`src/rtl/ram_port_arbiter.sv`:
```
// ram_port_arbiter: round-robin sharing of one ram512x8 port between instruction fetch (port 0) and data access (port 1)
// Ports:
//   Clk, reset                 clock, synchronous active-high reset
//   reqN/rwN/addrN/sizeN/wdataN requester N command, held until doneN (rw 1=read)
//   doneN/errN                 one-cycle completion pulse, error valid with done
//   rdata                      last successfully read data
//   busy                       arbiter not idle
//   ramMFA/ramRW/ramAddress/ramDataIn/ramDataSize  registered RAM command lines
//   ramDataOut/ramMFC          RAM read data and function-complete handshake
module ram_port_arbiter #(
    parameter int ADDR_W  = 9,
    parameter int DATA_W  = 32,
    parameter int TIMEOUT = 16
) (
    input  logic              Clk,
    input  logic              reset,
    input  logic              req0,
    input  logic              req1,
    input  logic              rw0,
    input  logic              rw1,
    input  logic [ADDR_W-1:0] addr0,
    input  logic [ADDR_W-1:0] addr1,
    input  logic [1:0]        size0,
    input  logic [1:0]        size1,
    input  logic [DATA_W-1:0] wdata0,
    input  logic [DATA_W-1:0] wdata1,
    output logic              done0,
    output logic              done1,
    output logic              err0,
    output logic              err1,
    output logic [DATA_W-1:0] rdata,
    output logic              busy,
    output logic              ramMFA,
    output logic              ramRW,
    output logic [ADDR_W-1:0] ramAddress,
    output logic [DATA_W-1:0] ramDataIn,
    output logic [1:0]        ramDataSize,
    input  logic [DATA_W-1:0] ramDataOut,
    input  logic              ramMFC
);
    localparam logic [1:0] IDLE = 2'd0, ACCESS = 2'd1, DONE = 2'd2;
    localparam int CW = $clog2(TIMEOUT + 1);
    logic [1:0]        state;
    logic [CW-1:0]     count;
    logic              last_gnt, gnt, win, w_rw, legal, timeout;
    logic [ADDR_W-1:0] w_addr;
    logic [1:0]        w_size;
    logic [DATA_W-1:0] w_wdata;
    always_comb begin
        win     = (req0 && req1) ? ~last_gnt : req1;
        w_rw    = win ? rw1 : rw0;
        w_addr  = win ? addr1 : addr0;
        w_size  = win ? size1 : size0;
        w_wdata = win ? wdata1 : wdata0;
        legal   = (w_size == 2'b00) || (w_size == 2'b01 && !w_addr[0]) ||
                  (w_size == 2'b10 && w_addr[1:0] == 2'b00);
        timeout = count == CW'(TIMEOUT - 1);
    end
    always_ff @(posedge Clk) begin
        if (reset) begin
            state       <= IDLE;
            count       <= '0;
            last_gnt    <= 1'b1;
            gnt         <= 1'b0;
            done0       <= 1'b0;
            done1       <= 1'b0;
            err0        <= 1'b0;
            err1        <= 1'b0;
            rdata       <= '0;
            busy        <= 1'b0;
            ramMFA      <= 1'b0;
            ramRW       <= 1'b0;
            ramAddress  <= '0;
            ramDataIn   <= '0;
            ramDataSize <= '0;
        end else begin
            done0 <= 1'b0;
            done1 <= 1'b0;
            err0  <= 1'b0;
            err1  <= 1'b0;
            case (state)
                IDLE: if (req0 || req1) begin
                    gnt      <= win;
                    last_gnt <= win;
                    count    <= '0;
                    busy     <= 1'b1;
                    if (legal) begin
                        state       <= ACCESS;
                        ramMFA      <= 1'b1;
                        ramRW       <= w_rw;
                        ramAddress  <= w_addr;
                        ramDataSize <= w_size;
                        ramDataIn   <= w_wdata;
                    end else begin
                        // illegal request completes with error without touching the RAM
                        state <= DONE;
                        done0 <= !win;
                        done1 <= win;
                        err0  <= !win;
                        err1  <= win;
                    end
                end
                ACCESS: if (ramMFC || timeout) begin
                    // MFC on the last allowed cycle still counts as success
                    state  <= DONE;
                    ramMFA <= 1'b0;
                    count  <= '0;
                    done0  <= !gnt;
                    done1  <= gnt;
                    err0   <= !ramMFC && !gnt;
                    err1   <= !ramMFC && gnt;
                    if (ramMFC && ramRW) rdata <= ramDataOut;
                end else begin
                    count <= count + 1'b1;
                end
                DONE: begin
                    state <= IDLE;
                    busy  <= 1'b0;
                end
                default: begin
                    state  <= IDLE;
                    busy   <= 1'b0;
                    ramMFA <= 1'b0;
                end
            endcase
        end
    end
endmodule

```
`config.mk`:
```
export PLATFORM = sky130hd
export DESIGN_NAME = ram_port_arbiter
export DESIGN_NICKNAME = d
export VERILOG_FILES = /design/src/rtl/ram_port_arbiter.sv
export SDC_FILE = /design/constraint.sdc
export NUM_CORES = 1
export LEC_CHECK = 0
export CAP_MARGIN = 10
export CORE_MARGIN = 3
export CORE_UTILIZATION = 45
export CTS_BUF_LIST = sky130_fd_sc_hd__clkbuf_2
export CTS_CLUSTER_DIAMETER = 50
export DETAILED_ROUTE_END_ITERATION = 7
export PLACE_DENSITY = 0.95
export RECOVER_POWER = 25
export SKIP_LAST_GASP = 1
export SYNTH_ARGS = -nofsm -noshare
export SYNTH_HDL_FRONTEND = slang
export SYNTH_SLANG_ARGS = --single-unit
```
`constraint.sdc`:
```
create_clock -name Clk -period 4.62 [get_ports Clk]
set_input_delay 0.693 -clock Clk [delete_from_list [all_inputs] [get_ports Clk]]
set_output_delay 0.693 -clock Clk [all_outputs]
set_load 0.02 [all_outputs]
```
; Word level (Yosys, flattened, before mapping)
; Cells that the tools add are included.
[classes]
addsub = 1
n_eq_ne = 8
mux = 30
bitwise = 3
n_reduce_logical = 25
[ops]
columns = op, count
row1 = 2-to-1 mux 32 bit, 1
row2 = 2-to-1 mux 1 bit, 14
row3 = 2-to-1 mux 5 bit, 2
row4 = case mux 1 bit (2 select lines), 5
row5 = case mux 5 bit (2 select lines), 1
row6 = 2-to-1 mux 9 bit, 1
row7 = 2-to-1 mux 2 bit, 4
row8 = AND reduction 2 bit, 4
row9 = logical AND 1 bit, 6
row10 = logical NOT 2 bit, 3
row11 = inequality test 2 bit (second input constant), 3
row12 = AND reduction 3 bit, 2
row13 = adder 5 x 1 -> 5 bit (second input constant), 1
row14 = equality test 5 x 4 -> 1 bit (second input constant), 1
row15 = equality test 2 x 1 -> 1 bit (second input constant), 2
row16 = equality test 2 bit (second input constant), 2
row17 = logical NOT 1 bit, 4
row18 = logical OR 1 bit, 4
row19 = case mux 2 bit (2 select lines), 1
row20 = AND reduction 4 bit, 1
row21 = inverter 1 bit, 3
row22 = case mux 1 bit (3 select lines), 1
row23 = nonzero test 2 bit, 1
[totals]
regBits = 91

; Depth between registers and ports, before layout
; Gate-level depths: netlist of the first run.
[depth]
ltp_word = 10
depth_mapped = 7
ltp_nobuf = 7

; Worst setup path before layout of the first run
; Ideal clock, no wire load.
[synth_path]
path_type = input port to flip-flop
from = in req1
to = reg ramAddress[0]
setup_ps = 146
arrival_time_ps = 1791
required_ps = 4474
slack_ps = 2682
cell_stages = 6
path_buffers = 2
path_cell_list = a21boi_1 or3_1 buf_2 buf_1 a31oi_1 a211oi_2
[synth_via]
elab_chain_cells = 8
word_cells_on_any_way = 15
[synth_rtl]
columns = item, line
row1 = start: declaration, 18  ; input logic req1,
row2 = logical AND 1 bit, 50  ; win = (req0 && req1) ? ~last_gnt : req1;
row3 = 2-to-1 mux 1 bit, 50
row4 = 2-to-1 mux 2 bit or 2-to-1 mux 9 bit (tied branches), "53, 52"
row5 = equality test 2 x 1 -> 1 bit or logical NOT 1 bit (tied branches), 55  ; legal = (w_size == 2'b00) || (w_size == 2'b01 && !w_addr[0]) ||
row6 = logical AND 1 bit, 55
row7 = logical OR 1 bit (2 in series), 55
row8 = AND reduction 3 bit (no source line), --
row9 = end signal: assignment, 91  ; ramAddress <= w_addr;
row10 = end: declaration, 35  ; output logic [ADDR_W-1:0] ramAddress,
; Parallel ways exist; a longest one is shown, timed or not.
; A chain may end at the register's enable or synchronous reset.

; Worst setup path after layout of the first run
[layout_path]
from = in req1
to = reg ramDataIn[5]
[layout_via]
elab_chain_cells = 8
word_cells_on_any_way = 16
[layout_rtl]
columns = item, line
row1 = logical AND 1 bit, 50
row2 = 2-to-1 mux 1 bit, 50
row3 = 2-to-1 mux 2 bit or 2-to-1 mux 9 bit (tied branches), "53, 52"
row4 = equality test 2 x 1 -> 1 bit or logical NOT 1 bit (tied branches), 55
row5 = logical AND 1 bit, 55
row6 = logical OR 1 bit (2 in series), 55
row7 = AND reduction 3 bit (no source line), --
row8 = end signal: assignment, 93  ; ramDataIn <= w_wdata;
row9 = end: declaration, 36  ; output logic [DATA_W-1:0] ramDataIn,
; Parallel ways exist; a longest one is shown, timed or not.

==> metrics.txt, run 1 <==
Comb pwr share 33.6%; number of global-route vias before repair 3,828; All-Layer GR Usage 22.06%; synth warn 0; share of cells above drive strength 1 11.04%; hold buffer count at cts 0; Setup crit start kind input pin; Seq/Total Area, Yosys 44.34%; violations in the final reports capacitance limit, slew limit; Seq pwr share 46.7%; first-pass GRT wire length 18.16 mm; Synth top area share 44.34%; mapped cell area 0.004109 mm2; Final WS setup 1694 ps; Critical Path End ramDataIn[5]; Initial Utilization 46.66%; worst r2r dst ramDataIn[5]; Mapped Cells 432; H-tree levels 3; chip width 101.6 um; Final Max Tran Viols 90; clock sink count 91; synthesis-to-layout area growth 52.22%; Int Pwr 1.296 mW; 1st-iter DRT viols 137; Max Fclk 341.8 MHz; crit path capture type flop; clk buf depth 2; post-synthesis register bit count 91; DIE AREA 0.01031 mm2; # IOs 207; cts repair resizes 0; WL final 12.36 mm; post-synth top area cell dfxtp_1; worst hold path class flop to flop; Critical Path Start req1; initial antenna violation count 0; Final Cycle Share 63.33%; syn_nets 559; final hold vios 0; RSZ-0062 raised after global routing false; antenna-violating nets left 0; Fin Setup TNS 0 ps; root buf cell clkbuf_2; NumNets Final 738; number of detailed-route iterations in the first pass 5; chip height 101.6 um; placed wire-length estimate 9.225 mm; CTS buffer count 9; R2R depth 6; r2r setup slk 2090 ps; clock power share 19.8%; RePlAce Congestion 0.8110; final non-filler cell area 0.006255 mm2; CP Max Fanout 46; DR DRC count 0; required time of the worst setup path 4990 ps; core area 0.008806 mm2; maxcap violations 1; WP data arrival 3290 ps; Buffers on Ports 206; Peak VDD IR 0.0001699 V; post-synthesis area per instance 9.511 um2; Rows 34; clock period minus final worst setup slack 2926 ps; PwrDens 309.3 mW/mm2; vias per std cell 5.555; final-report setup violation count 0; Setup CP Type input pin to flop; status complete, but fails checks; R2R Path Start last_gnt; Pleak 2.246 nW; skew final 24.03 ps; dpl cell area 0.006145 mm2; CTS tree built; Antenna diodes 0; routed len/inst 17.07 um; P_sw 638.6 uW; worst slew pin tran 2241 ps; ranking of synthesized cells by area dfxtp_1, a211oi_2, mux2i_1, a31oi_1, nand2_1; Clock Latency Late Sink 500 ps; postcts setup bufs 0; Slew HR -49.39%; largest net degree at the start of global routing 90; post-synth cell types 37; DR vias 4,022; Sw Share 33.01%; clock-pin slew on the worst setup and hold paths 220 ps; global route overflow 0; pre-CTS setup slack 1191 ps
## logic make-up after synthesis
| group | synth area share, % |
|---|---|
| AOI/OAI and AO/OA | 27.77 |
| and+or+nand+nor | 10.51 |
| DFF | 44.34 |
| muxes | 10.96 |
| buffers and inverters | 5.816 |
| adders and majority gates | 0.6089 |
## flip-flops by register name, indices dropped and copies added, names as in the netlist, 2 cells and up
| signal | count |
|---|---|
| ramDataSize | 2 |
| ramAddress | 9 |
| ramDataIn | 32 |
| count | 5 |
| rdata | 32 |
| state | 2 |
## cell usage after synthesis
cell type and number:
a211oi_1 6, a211oi_2 40, a21boi_0 2, a21boi_1 1, a21oi_1 39, a22oi_1 1
a2bb2oi_1 1, a31oi_1 45, a41oi_1 1, and3_1 3, buf_1 4, buf_2 17
buf_4 1, buf_6 5, clkbuf_1 17, dfxtp_1 91, ha_1 2, inv_1 3
mux2i_1 45, nand2_1 71, nand2b_1 2, nand3_1 3, nand4_1 1, nand4b_1 1
nor2_1 11, nor2b_1 1, nor3_1 3, nor3b_1 1, o2111a_1 1, o211ai_1 1
o21a_1 2, o21ai_0 3, o221ai_2 1, o31ai_1 1, or2_2 2, or3_1 2
or3b_2 1
## area by class of cell
type	instances	area, um2
well taps	108	135.1
repair buffers	212	2102
clock buffers	9	45.04
fillers	635	2551
inverters	3	11.26
multi-input cells	294	2072
clock inverters	7	67.56
flip-flops and latches	91	1822
## metrics by stage
| stage | hold slack, ps | power (mW) | std cells | util, % |
|---|---|---|---|---|
| 2_1_floorplan | 431.5 | 1.287 | 432 | - |
| 3_3_place_gp | 440.8 | 1.554 | 708 | 69.78 |
| 3_5_place_dp | 449.5 | 1.580 | 708 | 69.78 |
| 4_1_cts | 474.1 | 1.966 | 724 | 71.06 |
| 5_1_grt | 494.9 | 2.023 | 724 | 71.03 |
| 6_report | 470.0 | 1.934 | 724 | 71.03 |
## worst min-delay path by stage
stage	depth (start not counted)	from	to
after floorplan	2	last_gnt	last_gnt
after global placement	2	rdata[9]	rdata[9]
after detailed placement	2	rdata[19]	rdata[19]
after CTS	2	rdata[27]	rdata[27]
after global routing	2	rdata[14]	rdata[14]
final	2	rdata[27]	rdata[27]
## power groups by stage
stage               clock network, mW  logic, mW  registers [mW]
finish                          0.382      0.650           0.902
global placement                    0      0.640           0.914
global route                    0.425      0.688           0.910
CTS                             0.400      0.663           0.904
detailed placement                  0      0.661           0.919
floorplan                           0      0.298           0.989
## routing by layer
metal | vias to the layer above | track usage, % | part of all wire [%]
li1 | 1935 | - | -
met1 | 1892 | 23.87 | 38
met2 | 170 | 40.29 | 52
met3 | 25 | 6.129 | 8.3
met4 | 0 | 8.998 | 2.1
met5 | - | 0 | 0
## cells in the final DEF (no fill, tap or decap), drive strengths merged, types with 4 or more instances in the layout
cell type      Yosys  final
clkdlybuf4s50      0    172
dfxtp             91     91
nand2             71     71
a211oi            46     46
mux2i             45     45
a31oi             45     45
a21oi             39     39
dlygate4sd3        0     33
nor2              11     11
clkbuf            17     10
buf               27      6
inv                3      4
## worst max-delay path: stages
cell and delay (ps):
clkdlybuf4s50_1 550, a21boi_4 200, buf_4 610, o221ai_4 200, and3_2 430, buf_4 310, a211oi_1 270
No activity file was read; power rests on OpenSTA's default activity.
==> inputs of run 2 (changes only) <==
Settings changed: CORE_UTILIZATION 45 to 37, PLACE_DENSITY 0.95 to 0.9.
Clock period 4.62 ns to 2.5 ns, I/O delays scaled along.
==> metrics.txt, run 2 (synthesis gave the netlist of run 1 again) <==
Setup CP Type flop to flop (was input pin to flop); share of cells above drive strength 1 11.61% (was 11.04%); root buf cell clkbuf_2 (unchanged); synthesis-to-layout area growth 53.78% (was 52.22%); Finished Layout Cells 756 (was 724); final hold vios 0 (unchanged); final non-filler cell area 0.006319 mm2 (was 0.006255 mm2); DR vias 4,009 (was 4,022); status complete, no violations (was complete, but fails checks); routed len/inst 16.87 um (was 17.07 um); Peak VDD IR 0.0002500 V (was 0.0001699 V); cts repair resizes 0 (unchanged); maxcap violations 0 (was 1); worst slew pin tran 958.0 ps (was 2241 ps); number of placed cells counting well taps 740 (was 708); Max Fclk 457.3 MHz; vias per std cell 5.303 (was 5.555); H-tree levels 3 (unchanged); clock-pin slew on the worst setup and hold paths 270 ps (was 220 ps); required time of the worst setup path 2940 ps (was 4990 ps); most common cell after layout, fill and taps aside clkdlybuf4s50_1 (unchanged); NumNets Final 742 (was 738); Setup crit start kind flop (was input pin); All-Layer GR Usage 20.25% (was 22.06%); Antenna diodes 0 (unchanged); clock period minus final worst setup slack 2187 ps; Pleak 2.177 nW (was 2.246 nW); initial antenna violation count 0 (unchanged); top flop regs ramDataIn: 32 flops, rdata: 32 flops, ramAddress: 9 flops (unchanged); number of global-route vias before repair 4,190 (was 3,828); core area 0.01056 mm2 (was 0.008806 mm2); Slew HR 36.13% (was -49.39%); placed wire-length estimate 9.395 mm (was 9.225 mm); first-pass GRT wire length 20.98 mm (was 18.16 mm); most frequent cells in the layout clkdlybuf4s50_1, dfxtp_1, nand2_1 (unchanged); # IOs 207 (unchanged); Final Cycle Share 87.47%; Final WS setup 313.2 ps (was 1694 ps); RePlAce Congestion 0.8253 (was 0.8110); DIE AREA 0.01241 mm2 (was 0.01031 mm2); DR DRC count 0 (unchanged); global route overflow 0 (unchanged); chip width 111.4 um (was 101.6 um); postcts setup bufs 0 (unchanged); met2 wire length 6.407 mm (was 6.377 mm); clock sink count 91 (unchanged); antenna-violating nets left 0 (unchanged); skew final 39.30 ps (was 24.03 ps); met3 routed WL 1.016 mm (was 1.029 mm); RSZ-0062 raised after global routing false (unchanged); 1st-iter DRT viols 233 (was 137); chip height 111.4 um (was 101.6 um); number of detailed-route iterations in the first pass 4 (was 5); CTS tree built (unchanged); hold buffer count at cts 0 (unchanged); Clock Latency Late Sink 520 ps (was 500 ps); clk buf depth 2 (unchanged); Rows 37 (was 34); pre-CTS setup slack 125.9 ps (was 1191 ps); PwrDens 559.5 mW/mm2 (was 309.3 mW/mm2); WL final 12.76 mm (was 12.36 mm); Fin Setup TNS 0 ps (unchanged); worst hold path class input pin to flop (was flop to flop); Final Max Tran Viols 0 (was 90); total power 3.535 mW (was 1.934 mW); CP Max Fanout 47 (was 46); WP data arrival 2630 ps (was 3290 ps); CTS buffer count 9 (unchanged); crit path capture type flop (unchanged); Buffers on Ports 206 (unchanged); largest net degree at the start of global routing 65 (was 90); Initial Utilization 38.93% (was 46.66%); top layer in use met4 (unchanged); WL met1 5.079 mm (was 4.695 mm); final-report setup violation count 0 (unchanged); dpl cell area 0.006235 mm2 (was 0.006145 mm2)
## run 2: cell types whose count changed in the layout (fill, tap and decap cells not counted), sizes merged
cell	change
buf	+3
bufinv	-1
clkbuf	+2
clkdlybuf4s50	+33
clkinvlp	-1
dlygate4sd3	-33
inv	+1
## run 2: through the flow
stage	util (%)	hold slack (ps)
after global routing	59.86	179.8
after floorplan	-	431.5
after global placement	59.07	441.3
after detailed placement	59.07	447.6
after CTS	59.91	179.4
final	59.86	252.8
## run 2: path summary, 6_finish.rpt
path                               start       endpoint  slack [ps]  cells after the start
worst max-delay path            state[1]  ramDataIn[24]         310                      5
worst min-delay path               reset       count[1]         250                      2
worst max register to register  state[1]  ramDataIn[24]         310                      5
worst min register to register  rdata[3]       rdata[3]         470                      2
## run 2: routing by layer
| metal | global-route usage, % | vias up |
|---|---|---|
| met5 | 0 | - |
| met4 | 6.407 | 0 |
| met3 | 6.087 | 20 |
| met2 | 36.07 | 170 |
| met1 | 23.26 | 1874 |
| li1 | - | 1945 |
## run 2: critical path: stages (launching register included)
cell and delay (ps):
dfxtp_1 450, nor2_1 250, o21a_1 180, clkbuf_2 730, a31oi_1 220, a211oi_2 250
## run 2: power by group
group,total [mW],internal (mW),switching [mW]
combinational,1.23,0.608,0.619
sequential,1.67,1.59,0.0836
clock,0.639,0.136,0.503
total,3.54,2.33,1.21
## run 2: area by class of cell
type | count | area (um2)
Fill cell | 885 | 4237
Timing Repair Buffer | 216 | 2155
Multi-Input combinational cell | 294 | 2072
Sequential cell | 91 | 1822
Tap cell | 136 | 170.2
Clock buffer | 10 | 50.05
Clock inverter | 6 | 38.79
Inverter | 3 | 11.26
==> inputs of run 3 (changes only) <==
Settings changed: CORE_UTILIZATION 37 to 59, DONT_BUFFER_PORTS set to 1.
==> metrics.txt, run 3 (synthesis gave the netlist of run 1 again) <==
number of global-route vias before repair 3,234 (was 4,190); skew final 37.50 ps (was 39.30 ps); required time of the worst setup path 2870 ps (was 2940 ps); Pleak 1.590 nW (was 2.177 nW); slowest CP cell and3_2 (was clkbuf_2); Peak VDD IR 0.0005303 V (was 0.0002500 V); Fin Setup TNS 0 ps (unchanged); CP delay by family, top simple AND/OR/NAND/NOR gates (was buffers and inverters); clk buf depth 2 (unchanged); R2R depth 4 (was 5); 1st-iter DRT viols 134 (was 233); placed wire-length estimate 6.974 mm (was 9.395 mm); WL final 10.93 mm (was 12.76 mm); Max Fclk 448.4 MHz (was 457.3 MHz); Critical Path, Cell by Cell nor2_1 > o21a_1 > and3_2 > a211oi_1 (was nor2_1 > o21a_1 > clkbuf_2 > a31oi_1 > a211oi_2); CP Max Fanout 44 (was 47); root buf cell clkbuf_2 (unchanged); worst slew pin tran 1192 ps (was 958.0 ps); Setup crit start kind flop (unchanged); All-Layer GR Usage 26.11% (was 20.25%); clock sink count 91 (unchanged); dpl cell area 0.004054 mm2 (was 0.006235 mm2); Buffers on Ports 0 (was 206); worst hold path class input pin to flop (unchanged); vias per std cell 6.546 (was 5.303); worst hold path startpoint wdata0[6] (was reset); routed len/inst 20.86 um (was 16.87 um); CTS buffer count 9 (unchanged); Rows 29 (was 37); first-pass GRT wire length 16.16 mm (was 20.98 mm); # IOs 207 (unchanged); Initial Utilization 62.91% (was 38.93%); antenna-violating nets left 0 (unchanged); Antenna diodes 0 (unchanged); largest net degree at the start of global routing 88 (was 65); synthesis-to-layout area growth 12.52% (was 53.78%); fill count 470 (was 885); initial antenna violation count 0 (unchanged); cts repair resizes 0 (unchanged); Final Cycle Share 89.20% (was 87.47%); share of cells above drive strength 1 15.66% (was 11.61%); R2R Path Start state[1] (unchanged); DR vias 3,430 (was 4,009); H-tree levels 3 (unchanged); global route overflow 0 (unchanged); status complete, no violations (unchanged); DIE AREA 0.008001 mm2 (was 0.01241 mm2); most frequent cells in the layout dfxtp_1, nand2_1, mux2i_1, a31oi_1, a211oi_2 (was clkdlybuf4s50_1, dfxtp_1, nand2_1); clock-pin slew on the worst setup and hold paths 280 ps (was 270 ps); Final Max Tran Viols 0 (unchanged); slowest stage delay, CP 990 ps (was 730 ps); DR DRC count 0 (unchanged); Clock Latency Late Sink 540 ps (was 520 ps); final non-filler cell area 0.004623 mm2 (was 0.006319 mm2); crit path capture type flop (unchanged); pre-CTS setup slack 301.0 ps (was 125.9 ps); RePlAce Congestion 0.8097 (was 0.8253); worst r2r dst ramDataIn[3] (was ramDataIn[24]); chip width 89.45 um (was 111.4 um); worst hold slack 57.36 ps (was 252.8 ps); chip height 89.45 um (was 111.4 um); core area 0.006531 mm2 (was 0.01056 mm2); Critical path buffers and inverters 0 (was 1); final hold vios 0 (unchanged); r2r setup slk 270 ps (was 310 ps); NumNets Final 569 (was 742); WP data arrival 2600 ps (was 2630 ps); WHS Endpoint ramDataIn[6] (was count[1]); Hold Crit Depth 2 (unchanged); Final WS setup 270.0 ps (was 313.2 ps); Slew HR 20.54% (was 36.13%); PwrDens 766.6 mW/mm2 (was 559.5 mW/mm2); RSZ-0062 raised after global routing false (unchanged); final-report setup violation count 0 (unchanged); CTS tree built (unchanged); top flop regs ramDataIn: 32 flops, rdata: 32 flops, ramAddress: 9 flops (unchanged); number of detailed-route iterations in the first pass 4 (unchanged); Setup CP Type flop to flop (unchanged); clock period minus final worst setup slack 2230 ps (was 2187 ps); most common cell after layout, fill and taps aside dfxtp_1 (was clkdlybuf4s50_1); maxcap violations 0 (unchanged)
## run 3: changes by cell type in the layout (fill, tap and decap cells not counted), moves of 2 or more
| cell | before | now |
|---|---|---|
| bufinv_16 | 0 | 4 |
| clkdlybuf4s50_1 | 205 | 0 |
| dlygate4sd3_1 | 0 | 35 |
| buf_12 | 2 | 0 |
| clkinv_2 | 2 | 0 |
| clkbuf_2 | 12 | 9 |
## run 3: worst max-delay path by stage
stage                        end  slack (ps)  startpoint  cells past startpoint
global placement    ramDataIn[3]         360    state[1]                      4
CTS                 ramDataIn[3]         260    state[1]                      4
finish              ramDataIn[3]         270    state[1]                      4
detailed placement  ramDataIn[3]         300    state[1]                      4
global route        ramDataIn[3]          90    state[1]                      4
floorplan               count[2]         620    count[0]                      7
## run 3: timing repair
| item | in CTS | in global routing |
|---|---|---|
| hold buffers | 36 | 0 |
| buffers inserted | 0 | 0 |
| setup endpoints to repair | 0 | 0 |
| endpoints found under the hold margin | 88 | 0 |
## run 3: cell type report
type,count,area [um2],share of cell area (%)
flip-flops and latches,91,1822,39.40
clock inverters,7,146.4,3.166
well taps,77,96.34,2.084
clock buffers,9,45.04,0.9743
repair buffers,43,430.4,9.310
inverters,3,11.26,0.2436
multi-input cells,294,2072,44.82
## run 3: worst reg2reg max path: cells and delay by family (launching register included)
| kind | cells | cell delay, ps |
|---|---|---|
| flip-flops | 1 | 430 |
| AO/OA/AOI/OAI | 2 | 400 |
| AND/OR/NAND/NOR | 2 | 1270 |
## run 3: metal layers
metal	up-vias	global-route usage, %	routed length, um
met4	0	10.28	255
met2	167	45.75	5689
met5	-	0	0
met1	1643	30.01	4045
li1	1598	-	-
met3	22	7.281	940
## run 3: power breakdown
part / internal (mW) / switching, mW / total [mW]
combinational: 0.280 / 0.381 / 0.661
clock: 0.540 / 0.507 / 1.05
sequential: 1.59 / 0.250 / 1.84
## run 3: stage by stage
step                utilization [%]  instances  power (mW)
floorplan                         -        432       2.379
global placement              62.07        472       2.409
detailed placement            62.07        472       2.445
CTS                           70.79        524       3.563
global route                  70.79        524       3.692
finish                        70.79        524       3.544
